$ cat src/rtl/rle_capture_ctrl.sv
// Capture controller: steers raw samples or RLE encoder words into a circular
// sample memory, with pre-trigger fill, trigger wait and post-trigger phases.
module rle_capture_ctrl #(
    parameter int ADDR_W = 24
) (
    input  logic              core_clk,
    input  logic              core_rst,
    input  logic              cfg_start,
    input  logic              cfg_stop,
    input  logic              cfg_rle_en,
    input  logic [ADDR_W:0]   cfg_depth,
    input  logic [ADDR_W:0]   cfg_pretrig,
    input  logic              trig_hit,
    input  logic [15:0]       raw_data,
    input  logic [15:0]       rle_data,
    input  logic              rle_valid,
    output logic              enc_rst,
    output logic              mem_wr_en,
    output logic [15:0]       mem_wr_data,
    output logic [ADDR_W-1:0] mem_wr_addr,
    output logic              cap_busy,
    output logic              cap_done,
    output logic              cap_aborted,
    output logic [ADDR_W-1:0] trig_pos,
    output logic [2:0]        state
);

    typedef enum logic [2:0] {
        S_IDLE = 3'd0,
        S_PRE  = 3'd1,
        S_WAIT = 3'd2,
        S_POST = 3'd3,
        S_DONE = 3'd4
    } state_t;

    localparam logic [ADDR_W:0]   CNT_ONE = 1;
    localparam logic [ADDR_W-1:0] PTR_ONE = 1;

    state_t              state_q;
    logic                rle_q;
    logic [ADDR_W:0]     depth_q;
    logic [ADDR_W:0]     pretrig_q;
    logic [ADDR_W:0]     pre_cnt_q;
    logic [ADDR_W:0]     post_cnt_q;
    logic [ADDR_W-1:0]   ptr_q;
    logic                wr_en_q;
    logic [15:0]         wr_data_q;
    logic [ADDR_W-1:0]   wr_addr_q;
    logic [ADDR_W-1:0]   trig_pos_q;
    logic                busy_q;
    logic                done_q;
    logic                aborted_q;
    logic                enc_rst_q;

    logic                acc_word;
    logic [15:0]         word_data;
    logic                active;
    logic                wr_word;
    logic [ADDR_W-1:0]   ptr_d;
    logic [ADDR_W:0]     pretrig_d;
    logic [ADDR_W:0]     pre_cnt_d;
    logic [ADDR_W:0]     post_cnt_d;
    logic [ADDR_W:0]     post_tgt;
    logic                start_ok;

    // Stream contract: there is no back-pressure. A word is accepted whenever
    // the selected source qualifies it, and it is written one cycle later.
    always_comb begin
        acc_word   = rle_q ? rle_valid : 1'b1;
        word_data  = rle_q ? rle_data : raw_data;
        active     = (state_q == S_PRE) || (state_q == S_WAIT) || (state_q == S_POST);
        wr_word    = active && acc_word;
        ptr_d      = ({1'b0, ptr_q} == (depth_q - CNT_ONE)) ? '0 : ptr_q + PTR_ONE;
        pretrig_d  = (cfg_pretrig >= cfg_depth) ? (cfg_depth - CNT_ONE) : cfg_pretrig;
        pre_cnt_d  = pre_cnt_q + CNT_ONE;
        post_cnt_d = post_cnt_q + CNT_ONE;
        post_tgt   = depth_q - pretrig_q;
        start_ok   = cfg_start && !cfg_stop;
    end

    always_ff @(posedge core_clk) begin
        if (core_rst) begin
            state_q    <= S_IDLE;
            rle_q      <= 1'b0;
            depth_q    <= CNT_ONE;
            pretrig_q  <= '0;
            pre_cnt_q  <= '0;
            post_cnt_q <= '0;
            ptr_q      <= '0;
            wr_en_q    <= 1'b0;
            wr_data_q  <= '0;
            wr_addr_q  <= '0;
            trig_pos_q <= '0;
            busy_q     <= 1'b0;
            done_q     <= 1'b0;
            aborted_q  <= 1'b0;
            enc_rst_q  <= 1'b1;
        end else begin
            wr_en_q <= wr_word;
            if (wr_word) begin
                wr_data_q <= word_data;
                wr_addr_q <= ptr_q;
                ptr_q     <= ptr_d;
            end

            case (state_q)
                S_IDLE, S_DONE: begin
                    if (start_ok) begin
                        rle_q      <= cfg_rle_en;
                        depth_q    <= cfg_depth;
                        pretrig_q  <= pretrig_d;
                        pre_cnt_q  <= '0;
                        post_cnt_q <= '0;
                        ptr_q      <= '0;
                        done_q     <= 1'b0;
                        aborted_q  <= 1'b0;
                        busy_q     <= 1'b1;
                        enc_rst_q  <= 1'b0;
                        state_q    <= (pretrig_d == '0) ? S_WAIT : S_PRE;
                    end
                end
                S_PRE, S_WAIT, S_POST: begin
                    if (cfg_stop) begin
                        state_q   <= S_DONE;
                        done_q    <= 1'b1;
                        aborted_q <= 1'b1;
                        busy_q    <= 1'b0;
                        enc_rst_q <= 1'b1;
                    end else if (state_q == S_PRE) begin
                        if (acc_word) begin
                            pre_cnt_q <= pre_cnt_d;
                            if (pre_cnt_d == pretrig_q) begin
                                state_q <= S_WAIT;
                            end
                        end
                    end else if (state_q == S_WAIT) begin
                        if (trig_hit) begin
                            trig_pos_q <= ptr_q;
                            state_q    <= S_POST;
                            // The trigger cycle's own word is the first post word;
                            // a one-word post phase therefore finishes right here.
                            if (acc_word) begin
                                post_cnt_q <= CNT_ONE;
                                if (post_tgt == CNT_ONE) begin
                                    state_q   <= S_DONE;
                                    done_q    <= 1'b1;
                                    busy_q    <= 1'b0;
                                    enc_rst_q <= 1'b1;
                                end
                            end
                        end
                    end else begin
                        if (acc_word) begin
                            post_cnt_q <= post_cnt_d;
                            if (post_cnt_d == post_tgt) begin
                                state_q   <= S_DONE;
                                done_q    <= 1'b1;
                                busy_q    <= 1'b0;
                                enc_rst_q <= 1'b1;
                            end
                        end
                    end
                end
                default: begin
                    state_q   <= S_IDLE;
                    busy_q    <= 1'b0;
                    enc_rst_q <= 1'b1;
                end
            endcase
        end
    end

    assign enc_rst     = enc_rst_q;
    assign mem_wr_en   = wr_en_q;
    assign mem_wr_data = wr_data_q;
    assign mem_wr_addr = wr_addr_q;
    assign cap_busy    = busy_q;
    assign cap_done    = done_q;
    assign cap_aborted = aborted_q;
    assign trig_pos    = trig_pos_q;
    assign state       = state_q;

endmodule

$ cat config.mk
export PLATFORM = sky130hd
export DESIGN_NAME = rle_capture_ctrl
export DESIGN_NICKNAME = d
export VERILOG_FILES = /design/src/rtl/rle_capture_ctrl.sv
export SDC_FILE = /design/constraint.sdc
export NUM_CORES = 1
export LEC_CHECK = 0
export ABC_AREA = 1
export CAP_MARGIN = 5
export CELL_PAD_IN_SITES_DETAIL_PLACEMENT = 0
export CELL_PAD_IN_SITES_GLOBAL_PLACEMENT = 1
export CORE_UTILIZATION = 40
export DETAILED_ROUTE_END_ITERATION = 10
export GPL_TIMING_DRIVEN = 1
export PLACE_DENSITY = 0.89
export SETUP_SLACK_MARGIN = 0.1
export SYNTH_ARGS = -nofsm -noshare
export SYNTH_HDL_FRONTEND = slang
export SYNTH_SLANG_ARGS = --single-unit
export TNS_END_PERCENT = 100
$ cat constraint.sdc
create_clock -name core_clk -period 3.1 [get_ports core_clk]
set_input_delay 0.465 -clock core_clk [delete_from_list [all_inputs] [get_ports core_clk]]
set_output_delay 0.465 -clock core_clk [all_outputs]
set_load 0.05 [all_outputs]
==> Yosys cells after proc, flatten, opt, wreduce, memory -nomap -nowiden <==
Cells that the tools add are included.
{ "op_classes": {"n_reduce_logical": 18, "n_lt_le_gt_ge": 1, "bitwise": 2, "addsub": 6, "muxes": 55, "n_eq_ne": 25} }
{ "ops": {"columns": ["operator", "count"], "rows": [
  ["25-bit 2-to-1 mux", 11],
  ["25-bit one-hot mux with 2 select lines", 2],
  ["24-bit 2-to-1 mux", 4],
  ["25-bit by 1-bit adder with 25-bit output, second input constant", 2],
  ["25-bit == test", 2],
  ["25-bit by 1-bit subtractor with 25-bit output, second input constant", 2],
  ["3-bit 2-to-1 mux", 11],
  ["24-bit by 25-bit == test with 1-bit output", 1],
  ["25-bit by 1-bit == test with 1-bit output, second input constant", 1],
  ["25-bit >= comparator", 1],
  ["25-bit logical NOT", 1],
  ["25-bit subtractor", 1],
  ["24-bit by 1-bit adder with 24-bit output, second input constant", 1],
  ["4-bit != test, second input constant", 6],
  ["1-bit 2-to-1 mux", 20],
  ["6-bit AND reduction", 3],
  ["16-bit 2-to-1 mux", 1],
  ["2-bit != test, second input constant", 6],
  ["5-bit != test, second input constant", 2],
  ["5-bit AND reduction", 2],
  ["3-bit != test, second input constant", 3],
  ["1-bit one-hot mux with 2 select lines", 4],
  ["7-bit AND reduction", 1],
  ["3-bit by 2-bit == test with 1-bit output, second input constant", 2],
  ["14 further kinds", 17]
]} }
{ "word_totals": {"elab_cells": 122, "out_inout_bits": 72, "register_bits": 197} }

==> Longest topological paths before layout <==
Gate-level depths: netlist of the first run.
{ "logic_depth": {"depth_word": 9, "ltp_mapped": 23} }

==> Worst setup path after synthesis of the first run <==
OpenSTA, ideal clock, no wires.
{ "synth_timing": {"path_type": "reg-to-reg", "startpoint": "reg depth_q[0]", "endpoint": "reg done_q (netlist: cap_done)", "arrival_time_ns": 2.526, "stages_incl_launch_ff": 22, "setup_slack_ns": 0.504, "setup_ns": 0.070, "cell_sequence": "dfxtp_1 -> inv_1 -> ha_1 -> fa_1 -> inv_1 -> nand2_1 -> nand2_1 -> nand3_1 -> nand2_1 -> nand2_1 -> nand2_1 -> nand2_1 -> nand3_1 -> nand2_1 -> nor2_1 -> nand3_1 -> nor2_1 -> nand3_1 -> nand2_1 -> nor2b_4 -> nand2_1 -> a21oi_1"} }
{ "synth_between": {"elab_chain_cells": 4, "word_cells_on_any_way": 6, "cone_classes": "add/sub: 1; eq/ne: 4; reduce/logical: 1"} }
{ "synth_rtl": {"columns": ["element", "line", "source"], "rows": [
  ["from (decl)", "41", "logic [ADDR_W:0] depth_q;"],
  ["from (signal assigned)", "110", "depth_q <= cfg_depth;"],
  ["25-bit subtractor (*)", "77", "post_tgt = depth_q - pretrig_q;"],
  ["25-bit by 1-bit == test with 1-bit output / 25-bit == test (equally long branches)", "144, 155", null],
  ["4-bit != test (no source line)", null, null],
  ["7-bit AND reduction (no source line) (*)", null, null],
  ["to (signal assigned)", "95", "done_q <= 1'b0;"],
  ["to (signal assigned)", "146", "done_q <= 1'b1;"],
  ["to (signal assigned)", "157", "done_q <= 1'b1;"],
  ["to (decl)", "51", "logic done_q;"]
]} }
Every way passes the cells marked *; elsewhere a longest branch is shown, timed or not.
A chain may end at the register's enable or synchronous reset.

==> Worst setup path after layout of the first run <==
{ "layout_timing": {"startpoint": "reg depth_q[0]", "endpoint": "reg state_q[0] (netlist: state[0])"} }
{ "layout_between": {"elab_chain_cells": 9, "word_cells_on_any_way": 12, "cone_classes": "add/sub: 1; eq/ne: 3; mux: 7; reduce/logical: 1"} }
{ "layout_rtl": {"columns": ["element", "line", "source"], "rows": [
  ["25-bit subtractor (*)", "77", null],
  ["25-bit by 1-bit == test with 1-bit output", "144", "if (post_tgt == CNT_ONE) begin"],
  ["3-bit 2-to-1 mux", "144", null],
  ["3-bit 2-to-1 mux", "142", "if (acc_word) begin"],
  ["3-bit 2-to-1 mux", "137", "if (trig_hit) begin"],
  ["3-bit 2-to-1 mux", "136", "end else if (state_q == S_WAIT) begin"],
  ["3-bit 2-to-1 mux", "129", "end else if (state_q == S_PRE) begin"],
  ["3-bit 2-to-1 mux", "123", "if (cfg_stop) begin"],
  ["3-bit one-hot mux with 2 select lines", "106", "case (state_q)"],
  ["to (signal assigned)", "119", "state_q <= (pretrig_d == '0) ? S_WAIT : S_PRE;"],
  ["to (decl)", "39", "state_t state_q;"]
]} }
Every way passes the cells marked *; elsewhere a longest branch is shown, timed or not. The select of a mux whose other input is x is not followed.

==> impl_metrics.py, run 1 <==
metrics = {
    "status": {
        "status": "finished clean",
    },
    "sta": {
        "period_share_pct": 93.5,
        "setup_viol": 0,
        "slew_headroom_pct": 56.3,
        "hold_ws_ns": 0.470,
        "min_period_ns": 2.90,
        "max_freq_ghz": 0.345,
        "final-hold-violation-count": 0,
        "slew_viol_final": 0,
        "worstMarginPinSlew_ns": 0.655,
        "finalClockSkew_ns": 0.0170,
        "rsz0062_at_grt": "yes",
    },
    "critical_path": {
        "critPathBufInv": 4,
        "crit_family": "simple AND/OR/NAND/NOR gates",
        "cpMostUsedCell": "nand2_1",
        "cp.required_ns": 3.49,
        "critPathKind": "reg2reg",
        "cp-start-kind": "register",
        "cp_cell_sequence": "inv_2 > ha_4 > fa_2 > inv_2 > nand2_2 > nand2_4 > nand3_4 > nand2_4 > buf_4 > nand2_1 > nand2_1 > nand2_1 > nand3_1 > nand2_1 > inv_1 > nand4_1 > nor2_2 > nand3_2 > nand2_2 > nor2b_4 > nand2_1 > a21oi_1",
        "cp_max_fo": 3,
        "worstSetupEndpointType": "register",
        "timing.rr.end": "state[0]",
        "worst_ep_arrival_time_ns": 3.29,
        "cpPeakStageDelay_ns": 0.37,
        "r2r_start": "depth_q[0]",
        "ff2ff_path_depth": 22,
        "crit_path_top_delay_cell": "fa_2",
        "r2r_slack_ns": 0.20,
    },
    "placed_design": {
        "gp_congestion": 0.952,
        "placed_area_sq_mm": 0.0171,
        "dp_hpwl_mm": 39.5,
        "port_buffers": 160,
        "dp.cells": 2989,
    },
    "clocking": {
        "clk_latency_ns": 0.47,
        "cts_buffer_depth": 2,
        "clkSinkCount": 197,
        "cts_root_buffer": "clkbuf_16",
        "cts_max_level": 4,
        "numCtsBuffers": 17,
        "clkTransAtPathRegs_ns": 0.08,
        "cts_tree": "built",
        "postCtsHoldBufs": 0,
    },
    "synth": {
        "synth-edff-count": 0,
        "synthArstFlopShare_pct": 0,
        "syn_area_sq_mm": 0.0140,
        "avgSynthCellArea_sq_um": 6.13,
        "synth_flop_cell": "dfxtp_1",
        "yosysUniqueCellTypes": 52,
        "syn_nets": 2427,
        "syn_inst": 2283,
        "ys_seq_area_share_pct": 28.2,
        "ys_seq_elements": 197,
        "synth_warnings": 0,
    },
    "route": {
        "viasPerCell": 5.13,
        "vias": 15500,
        "wl_mm": 49.4,
        "drc_errors": 0,
        "drt_first_iter_violations": 1097,
        "drtPass1Iterations": 6,
        "wl_per_cell_um": 16.3,
        "antenna_left": 0,
    },
    "cells_and_area": {
        "area_growth_pct": 29.8,
        "nNetsFinal": 2702,
        "layout_common_cells": "nand2_1 (703), inv_1 (278), nor2_1 (242)",
        "layout_commonest_cell": "nand2_1",
        "final_cell_area_sq_mm": 0.0182,
        "antenna_cells": 0,
        "n_fill_cell": 3519,
        "layout.cells.non_filler": 3026,
        "drive_above_1_share_pct": 13.0,
    },
    "die": {
        "fp-row-count": 68,
        "dieArea_sq_mm": 0.0357,
        "core_region_area_sq_mm": 0.0345,
        "initial_core_util_pct": 40.6,
        "die_w_um": 189,
        "pin_count": 161,
        "die_height_um": 189,
    },
    "worst_hold_path": {
        "hold_path_end": "mem_wr_addr[17]",
        "hp-class": "reg2reg",
        "hp-start": "mem_wr_addr[17]",
        "holdPathStages": 2,
    },
    "global_route": {
        "grt_pass1_wl_mm": 76.5,
        "grt_pass1_vias": 14300,
        "gr-total-overflow": 0,
        "grt_util_all_layers_pct": 27.2,
        "antenna_found_initial": 0,
        "grt_max_degree": 69,
    },
    "power": {
        "p_sw_share_pct": 43.3,
        "clkPwrFrac_pct": 23.9,
        "netSwitchingPower_uw": 4100,
        "power_frac_seq_pct": 30.7,
        "internal_power_uw": 5380,
        "power_density_mw_per_mm2": 522,
        "ir_drop_uv": 403,
        "comb_power_share_pct": 45.4,
        "power_uw": 9480,
        "power.leakage_uw": 0.00810,
    },
    "run": {
        "maxCapViolCount": 0,
    },
}
sequential cells by signal, indices dropped and copies added, names as in the netlist:
name / flops
cap_busy: 1
cap_aborted: 1
state: 3
ptr_q: 24
rle_q: 1
mem_wr_data: 16
enc_rst: 1
pretrig_q: 25
post_cnt_q: 25
cap_done: 1
mem_wr_en: 1
trig_pos: 24
mem_wr_addr: 24
pre_cnt_q: 25
depth_q: 25
worst max path at each step:
stage          endpoint  depth (start not counted)           from
2_1_floorplan  cap_done                         21     depth_q[0]
3_3_place_gp   state[0]                         22  cfg_depth[18]
3_5_place_dp   state[0]                         21  cfg_depth[24]
4_1_cts        state[0]                         22     depth_q[0]
5_1_grt        cap_done                         22     depth_q[0]
6_report       state[0]                         22     depth_q[0]
layout make-up:
| type | count | area [sq um] | area share (%) |
|---|---|---|---|
| Timing Repair Buffer | 319 | 2850 | 15.7 |
| Clock buffer | 18 | 439 | 2.42 |
| Inverter | 290 | 1090 | 6.00 |
| Tap cell | 455 | 569 | 3.13 |
| Clock inverter | 14 | 155 | 0.854 |
| Multi-Input combinational cell | 1733 | 9110 | 50.2 |
| Sequential cell | 197 | 3960 | 21.8 |
cell usage after synthesis (3+ instances only):
library cell,n,area [sq um]
a211oi_1,3,22.5
a21o_1,3,22.5
nor2_2,19,119
nor3_1,25,125
dfxtp_1,197,3940
nor4_1,5,31.3
nand2_1,718,2700
xnor2_1,28,245
a31oi_1,17,106
xor2_1,74,648
a22oi_1,4,30.0
buf_2,13,65.1
clkbuf_1,43,161
nand2_2,6,37.5
ha_1,54,676
nand4_1,49,307
nor2_1,259,972
nor2_4,6,67.6
inv_1,286,1070
o21ai_0,102,510
a21oi_1,118,591
buf_1,4,15.0
o21a_1,4,30.0
o211ai_1,5,37.5
o21bai_1,4,30.0
nand3b_1,7,52.6
o22ai_1,27,169
nand3_1,167,836
nor3_2,4,40.0
o21ai_1,3,15.0
tightest hold or removal path, stage by stage, from the launching register on:
cell,delay (ns)
dfxtp_1,0.32
nand2_1,0.06
a21oi_1,0.05
metrics by stage:
step | setup slack, ns | TNS [ns] | util, %
finish | 0.202 | 0 | 52.7
global route | 0.0613 | 0 | 52.7
CTS | 0.108 | 0 | 51.4
detailed placement | -0.202 | -0.436 | 49.6
global placement | -0.107 | -0.197 | 49.6
floorplan | 0.504 | 0 | -
power by group through the flow:
stage	registers (uW)	logic, uW	clock network [uW]
final	2910	4310	2270
after CTS	2890	4080	2290
after floorplan	3340	2200	0
after global routing	2930	4710	2380
after global placement	2950	3990	0
after detailed placement	2950	4040	0
per-layer routing:
| metal | vias up | global-route usage [%] | part of all wire, % |
|---|---|---|---|
| li1 | 7858 | - | - |
| met1 | 7140 | 35.8 | 45 |
| met2 | 460 | 45.7 | 47 |
| met3 | 67 | 3.48 | 5.3 |
| met4 | 0 | 9.62 | 3.0 |
| met5 | - | 0 | 0 |
logic make-up after synthesis:
kind of cell	after synthesis	share of synthesized area [%]
xor gates and xnor gates	102	6.38
buffers and inverters	353	9.78
DFF	197	28.2
AOI/OAI and AO/OA	295	11.5
and+or+nand+nor	1281	39.1
adders and majority gates	55	4.97
what timing repair did:
action,CTS,global route
setup buffers,0,4
setup endpoints to repair,4,21
gates resized for setup,10,106
pin swaps,3,17
cloned,0,1
Power figures use the tool's default switching activity.
==> inputs of run 2 (changes only) <==
--- a/config.mk
+++ b/config.mk
@@ -11,6 +11,7 @@
 export CELL_PAD_IN_SITES_GLOBAL_PLACEMENT = 1
 export CORE_UTILIZATION = 40
 export DETAILED_ROUTE_END_ITERATION = 10
+export GPL_ROUTABILITY_DRIVEN = 0
 export GPL_TIMING_DRIVEN = 1
 export PLACE_DENSITY = 0.89
 export SETUP_SLACK_MARGIN = 0.1
==> run 2 against run 1 <==
Against the previous run:
- fmax is 2.8% lower
- total power is 1.8% higher
- routed wire length is 1.6% lower
- clock power is 7% higher
- final cell count hardly changed
- non-clock buffer count is 1 higher
- die area stayed put
- sequential share of layout area hardly changed
- flip-flop and latch count stayed put
- global-route usage is 0.27 points lower
- sequential power hardly changed
- worst setup slack worse by 0.085 ns
- largest cell class unchanged
- highest routed layer unchanged
==> impl_metrics.py, run 2 (synthesis gave the netlist of run 1 again) <==
metrics = {
    "critical_path": {
        "ff2ff_path_depth": 21,
        "critPathKind": "reg2reg",
        "cp_cell_sequence": "inv_2 > ha_4 > fa_2 > inv_2 > buf_4 > buf_4 > nand3_1 > nand3_1 > nand2_1 > nand2_1 > nand2_1 > nand2_1 > nand2_1 > nand2_1 > nand3_1 > nor2_2 > nand3_1 > nand2_2 > nor2b_4 > nand2_1 > a21oi_1",
        "worstSetupStartpoint": "depth_q[0]",
        "critPathBufInv": 4,
        "cp.required_ns": 3.49,
        "crit_family": "simple AND/OR/NAND/NOR gates",
        "r2r_slack_ns": 0.12,
        "r2r_start": "depth_q[0]",
        "worstSetupEndpointType": "register",
        "cpPeakStageDelay_ns": 0.37,
        "cp_max_fo": 3,
        "cp-start-kind": "register",
        "timing.rr.end": "state[0]",
        "endpoint": "state[0]",
        "cp_num_cells": 21,
        "crit_path_top_delay_cell": "fa_2",
        "worst_ep_arrival_time_ns": 3.37,
        "cpMostUsedCell": "nand2_1",
    },
    "power": {
        "ir_drop_uv": 465,
        "power.leakage_uw": 0.00811,
        "power_uw": 9650,
        "power_density_mw_per_mm2": 530,
    },
    "sta": {
        "setup_viol": 0,
        "rsz0062_at_grt": "yes",
        "max_freq_ghz": 0.335,
        "slew_headroom_pct": 55.9,
        "min_period_ns": 2.98,
        "worstMarginPinSlew_ns": 0.661,
        "period_share_pct": 96.2,
        "final-hold-violation-count": 0,
        "slew_viol_final": 0,
        "finalClockSkew_ns": 0.0180,
    },
    "route": {
        "drt_first_iter_violations": 1092,
        "wl_met2_mm": 22.8,
        "vias": 15700,
        "drc_errors": 0,
        "antenna_left": 0,
        "drtPass1Iterations": 5,
        "dr_wl_met3_mm": 2.74,
        "viasPerCell": 5.17,
        "met1_length_mm": 21.5,
        "wl_mm": 48.6,
        "wl_per_cell_um": 16.1,
        "routed.top_layer": "met4",
    },
    "global_route": {
        "grt_util_all_layers_pct": 27.0,
        "gr-total-overflow": 0,
        "antenna_found_initial": 0,
        "grt_pass1_wl_mm": 76.6,
        "grt_max_degree": 69,
        "grt_pass1_vias": 14500,
    },
    "placed_design": {
        "port_buffers": 160,
        "dp_hpwl_mm": 38.7,
    },
    "run": {
        "maxCapViolCount": 0,
    },
    "cells_and_area": {
        "utilization_pct": 52.8,
        "nNetsFinal": 2703,
        "antenna_cells": 0,
        "area_growth_pct": 30.0,
        "drive_above_1_share_pct": 12.8,
        "layout_common_cells": "nand2_1 (699), inv_1 (281), nor2_1 (242)",
        "layout_commonest_cell": "nand2_1",
    },
    "clocking": {
        "clkTransAtPathRegs_ns": 0.09,
        "clkSinkCount": 197,
        "cts_tree": "built",
        "numCtsBuffers": 17,
        "cts_root_buffer": "clkbuf_16",
        "cts_max_level": 4,
        "clk_latency_ns": 0.47,
        "cts_buffer_depth": 2,
        "postCtsHoldBufs": 0,
    },
    "die": {
        "fp-row-count": 68,
        "die_w_um": 189,
        "die_height_um": 189,
        "pin_count": 161,
        "dieArea_sq_mm": 0.0357,
        "initial_core_util_pct": 40.6,
        "core_region_area_sq_mm": 0.0345,
    },
    "worst_hold_path": {
        "hp-start": "core_rst",
        "hp-class": "in2reg",
    },
    "status": {
        "status": "finished clean",
    },
}
==> run 2: changes by cell type in the layout (fill, tap and decap cells not counted), sizes merged <==
cell           previous run  this run
inv                     296       298
buf                     159       161
clkbuf                   19        17
clkinv                    8         7
clkdlybuf4s50           158       159
dlymetal6s2s              1         0
==> run 2: worst register-to-register path, stage by stage, from the launching register on <==
cell,delay (ns)
dfxtp_2,0.34
inv_2,0.06
ha_4,0.17
fa_2,0.37
inv_2,0.10
buf_4,0.12
buf_4,0.09
nand3_1,0.10
nand3_1,0.15
nand2_1,0.09
nand2_1,0.06
nand2_1,0.11
nand2_1,0.12
nand2_1,0.06
nand2_1,0.05
nand3_1,0.10
nor2_2,0.15
nand3_1,0.11
nand2_2,0.10
nor2b_4,0.24
nand2_1,0.08
a21oi_1,0.13
==> run 2: worst min-delay path by stage <==
stage               cells past startpoint         endpoint
floorplan                               2   post_cnt_q[24]
global placement                        2  mem_wr_addr[20]
detailed placement                      2  mem_wr_addr[17]
CTS                                     2        mem_wr_en
global route                            2         cap_done
finish                                  2        mem_wr_en
==> run 2: repair_timing <==
action,CTS,global route
buffers inserted,1,6
resized for setup,12,94
pin swaps,3,31
endpoints found under the hold margin,0,0
setup endpoints to repair,4,14
==> run 2: stage by stage <==
stage | instance area [sq um] | std cells | setup TNS [ns] | worst slack (ns) | hold slack (ns)
floorplan | 14000 | 2283 | 0 | 0.504 | 0.455
global placement | 17100 | 2988 | -0.200 | -0.113 | 0.454
detailed placement | 17100 | 2988 | -0.538 | -0.228 | 0.459
CTS | 17800 | 3021 | 0 | 0.108 | 0.455
global route | 18200 | 3027 | 0 | 0.00533 | 0.496
finish | 18200 | 3027 | 0 | 0.117 | 0.463
==> run 2: area by class of cell <==
cell class                 count  area [sq um]
clock buffer                  17           425
fill                        3475         16300
timing repair buffer         320          2850
tap                          455           569
sequential                   197          3950
multi-input combinational   1733          9080
inverter                     290          1090
clock inverter                15           228
==> run 2: routing by layer <==
layer,up-vias,global-route usage (%)
met4,0,9.55
met3,79,3.69
met5,-,0
met2,503,45.1
met1,7193,35.3
li1,7883,-
==> run 2: power breakdown <==
group | total, uW | switching [uW] | internal [uW] | leakage (uW)
combinational | 4320 | 2750 | 1560 | 0.00620
sequential | 2910 | 177 | 2730 | 0.00160
clock | 2430 | 1280 | 1150 | 0.000312
==> inputs of run 3 (changes only) <==
--- a/config.mk
+++ b/config.mk
@@ -5,15 +5,15 @@
 export SDC_FILE = /design/constraint.sdc
 export NUM_CORES = 1
 export LEC_CHECK = 0
-export ABC_AREA = 1
 export CAP_MARGIN = 5
 export CELL_PAD_IN_SITES_DETAIL_PLACEMENT = 0
 export CELL_PAD_IN_SITES_GLOBAL_PLACEMENT = 1
-export CORE_UTILIZATION = 40
+export CORE_ASPECT_RATIO = 0.75
+export CORE_UTILIZATION = 42
 export DETAILED_ROUTE_END_ITERATION = 10
 export GPL_ROUTABILITY_DRIVEN = 0
 export GPL_TIMING_DRIVEN = 1
-export PLACE_DENSITY = 0.89
+export PLACE_DENSITY = 0.9
 export SETUP_SLACK_MARGIN = 0.1
 export SYNTH_ARGS = -nofsm -noshare
 export SYNTH_HDL_FRONTEND = slang
==> run 3 against run 2 <==
Against the previous run:
- the run now ends with setup timing left
- global-route usage up 1.4 points
- clock skew down 0.0054 ns
- clock power down 4%
- non-clock buffer count up 165
- worst setup slack worse by 0.50 ns
- synthesized cell count down 21%
- total power up 30%
==> impl_metrics.py, run 3 <==
metrics = {
    "synth": {
        "yosysUniqueCellTypes": 71,
        "synth_compound_area_share_pct": 19.2,
        "syn_inst": 1793,
        "ys_seq_area_share_pct": 29.5,
        "syn_nets": 1937,
        "synth_warnings": 0,
        "synthXorXnorAreaFrac_pct": 12.5,
        "synthAdderAreaFrac_pct": 5.20,
        "synth-edff-count": 0,
        "synth_most_common_cell": "nand2_1",
        "synth_top_area_cell": "dfxtp_1",
        "synth_top_area_share_pct": 29.5,
        "syn_area_sq_mm": 0.0134,
        "synthTopCellsByCount": "nand2_1 (279), a21oi_1 (202), dfxtp_1 (197)",
        "synth_flop_cell": "dfxtp_1",
        "avgSynthCellArea_sq_um": 7.46,
        "synth.area.top_cells": "dfxtp_1 (29%), nand2_1 (7.8%), a21oi_1 (7.6%)",
        "synthArstFlopShare_pct": 0,
        "synth_top_family_by_area": "simple AND/OR/NAND/NOR gates",
        "synth_simple_gate_area_share_pct": 27.0,
        "ys_seq_elements": 197,
        "synth.area.mux_share_pct": 1.81,
    },
    "critical_path": {
        "cp_max_fo": 24,
        "crit_family": "simple AND/OR/NAND/NOR gates",
        "critPathKind": "reg2reg",
        "cpMostUsedCell": "or4_4",
        "cpPeakStageDelay_ns": 0.53,
        "worst_ep_arrival_time_ns": 3.81,
        "crit_path_top_delay_cell": "or4_4",
        "cp_cell_sequence": "or4_4 > or4_4 > or2_4 > or4_4 > mux2i_1 > o22ai_1 > o21ai_1 > or4_4 > o21ai_4 > buf_12 > nor2_1",
        "cp-start-kind": "register",
        "worstSetupEndpointType": "register",
        "cp.required_ns": 3.43,
        "critPathBufInv": 1,
    },
    "sta": {
        "period_share_pct": 112,
        "final-hold-violation-count": 0,
        "slew_headroom_pct": 42.6,
        "hold_ws_ns": 0.357,
        "max_freq_ghz": 0.288,
        "min_period_ns": 3.48,
        "slew_viol_final": 0,
        "setup_viol": 30,
        "worstMarginPinSlew_ns": 0.854,
        "finalClockSkew_ns": 0.0126,
        "rsz0062_at_grt": "yes",
        "fin_ws_ns": -0.378,
    },
    "cells_and_area": {
        "antenna_cells": 0,
        "drive_above_1_share_pct": 21.5,
        "layout.cells.non_filler": 2615,
        "area_growth_pct": 40.2,
        "nNetsFinal": 2340,
        "layout_commonest_cell": "buf_4",
        "n_fill_cell": 2750,
        "layout_common_cells": "buf_4 (320), nand2_1 (278), a21oi_1 (196)",
        "utilization_pct": 59.9,
    },
    "die": {
        "dieArea_sq_mm": 0.0326,
        "fp-row-count": 56,
        "die_height_um": 157,
        "pin_count": 161,
        "initial_core_util_pct": 42.7,
        "die_w_um": 208,
        "core_region_area_sq_mm": 0.0313,
    },
    "global_route": {
        "gr-total-overflow": 0,
        "grt_pass1_vias": 13800,
        "grt_pass1_wl_mm": 73.7,
        "antenna_found_initial": 0,
        "grt_max_degree": 105,
        "grt_util_all_layers_pct": 28.4,
    },
    "run": {
        "maxCapViolCount": 0,
    },
    "route": {
        "drc_errors": 0,
        "drtPass1Iterations": 7,
        "wl_mm": 47.1,
        "antenna_left": 0,
        "vias": 14800,
        "wl_per_cell_um": 18.0,
        "drt_first_iter_violations": 1173,
        "viasPerCell": 5.64,
    },
    "clocking": {
        "clkTransAtPathRegs_ns": 0.08,
        "cts_buffer_depth": 2,
        "cts_max_level": 4,
        "cts_root_buffer": "clkbuf_16",
        "postCtsHoldBufs": 0,
        "clk_latency_ns": 0.44,
        "clkSinkCount": 197,
        "numCtsBuffers": 17,
        "cts_tree": "built",
    },
    "worst_hold_path": {
        "hp-class": "in2reg",
    },
    "power": {
        "power_density_mw_per_mm2": 670,
        "power.leakage_uw": 0.00738,
        "ir_drop_uv": 728,
        "power_uw": 12600,
    },
    "placed_design": {
        "port_buffers": 160,
        "dp.cells": 2577,
        "dp_hpwl_mm": 36.3,
    },
    "status": {
        "violations": "setup timing",
        "status": "finished, violations left",
    },
}
run 3: cell count changes after synthesis, sizes merged, moves of 28 or more:
cell | previous run | this run
xnor2 | 28 | 109
nand3 | 170 | 67
clkbuf | 44 | 96
inv | 289 | 67
o21ai | 105 | 71
o211ai | 5 | 37
and3 | 0 | 28
nand2 | 726 | 279
a21oi | 119 | 202
nor2 | 285 | 162
run 3: per-layer routing:
layer	vias up	global-route usage [%]	share of wire [%]
li1	7135	-	-
met1	6900	40.7	46
met2	650	41.4	41
met3	70	6.82	10
met4	0	9.38	2.9
met5	-	0	0
run 3: final cells by class:
class	instances	area (sq um)	area share, %
multi-input cells	1428	9340	49.8
repair buffers	485	4100	21.8
flip-flops and latches	197	3960	21.1
well taps	406	508	2.71
clock buffers	20	457	2.44
inverters	67	254	1.35
clock inverters	12	140	0.747
run 3: per-stage QoR:
| stage | area (sq um) | setup TNS, ns | setup WS [ns] |
|---|---|---|---|
| 6_report | 18700 | -9.62 | -0.378 |
| 2_1_floorplan | 13400 | -6.39 | -0.293 |
| 3_5_place_dp | 17600 | -13.40 | -0.514 |
| 4_1_cts | 18600 | -9.77 | -0.400 |
| 5_1_grt | 18700 | -14.32 | -0.556 |
| 3_3_place_gp | 17600 | -10.30 | -0.456 |
run 3: timing repair:
action | CTS | global route
pin swaps | 28 | 24
setup buffers | 5 | 1
resized for setup | 60 | 34
hold endpoints to repair | 0 | 0
endpoints found under the setup margin | 30 | 38
run 3: path summary, 6_finish.rpt:
kind	start	end	slack, ns	cells past startpoint
max reg2reg	depth_q[10]	ptr_q[2]	-0.38	11
max	depth_q[10]	ptr_q[2]	-0.38	11
min	core_rst	post_cnt_q[20]	0.36	2
min reg2reg	mem_wr_addr[22]	mem_wr_addr[22]	0.46	2
run 3: kinds of logic after synthesis:
family,after synthesis
compound gates,426
mux,24
fa+ha+maj,55
buf+inv,168
xor+xnor,172
flops,197
simple gates,751
run 3: where the power goes:
part / internal (uW) / total [uW] / leakage [uW] / switching [uW]
clock network: 1250 / 2330 / 0.000290 / 1080
registers: 2780 / 2980 / 0.00160 / 201
logic: 3150 / 7250 / 0.00549 / 4100
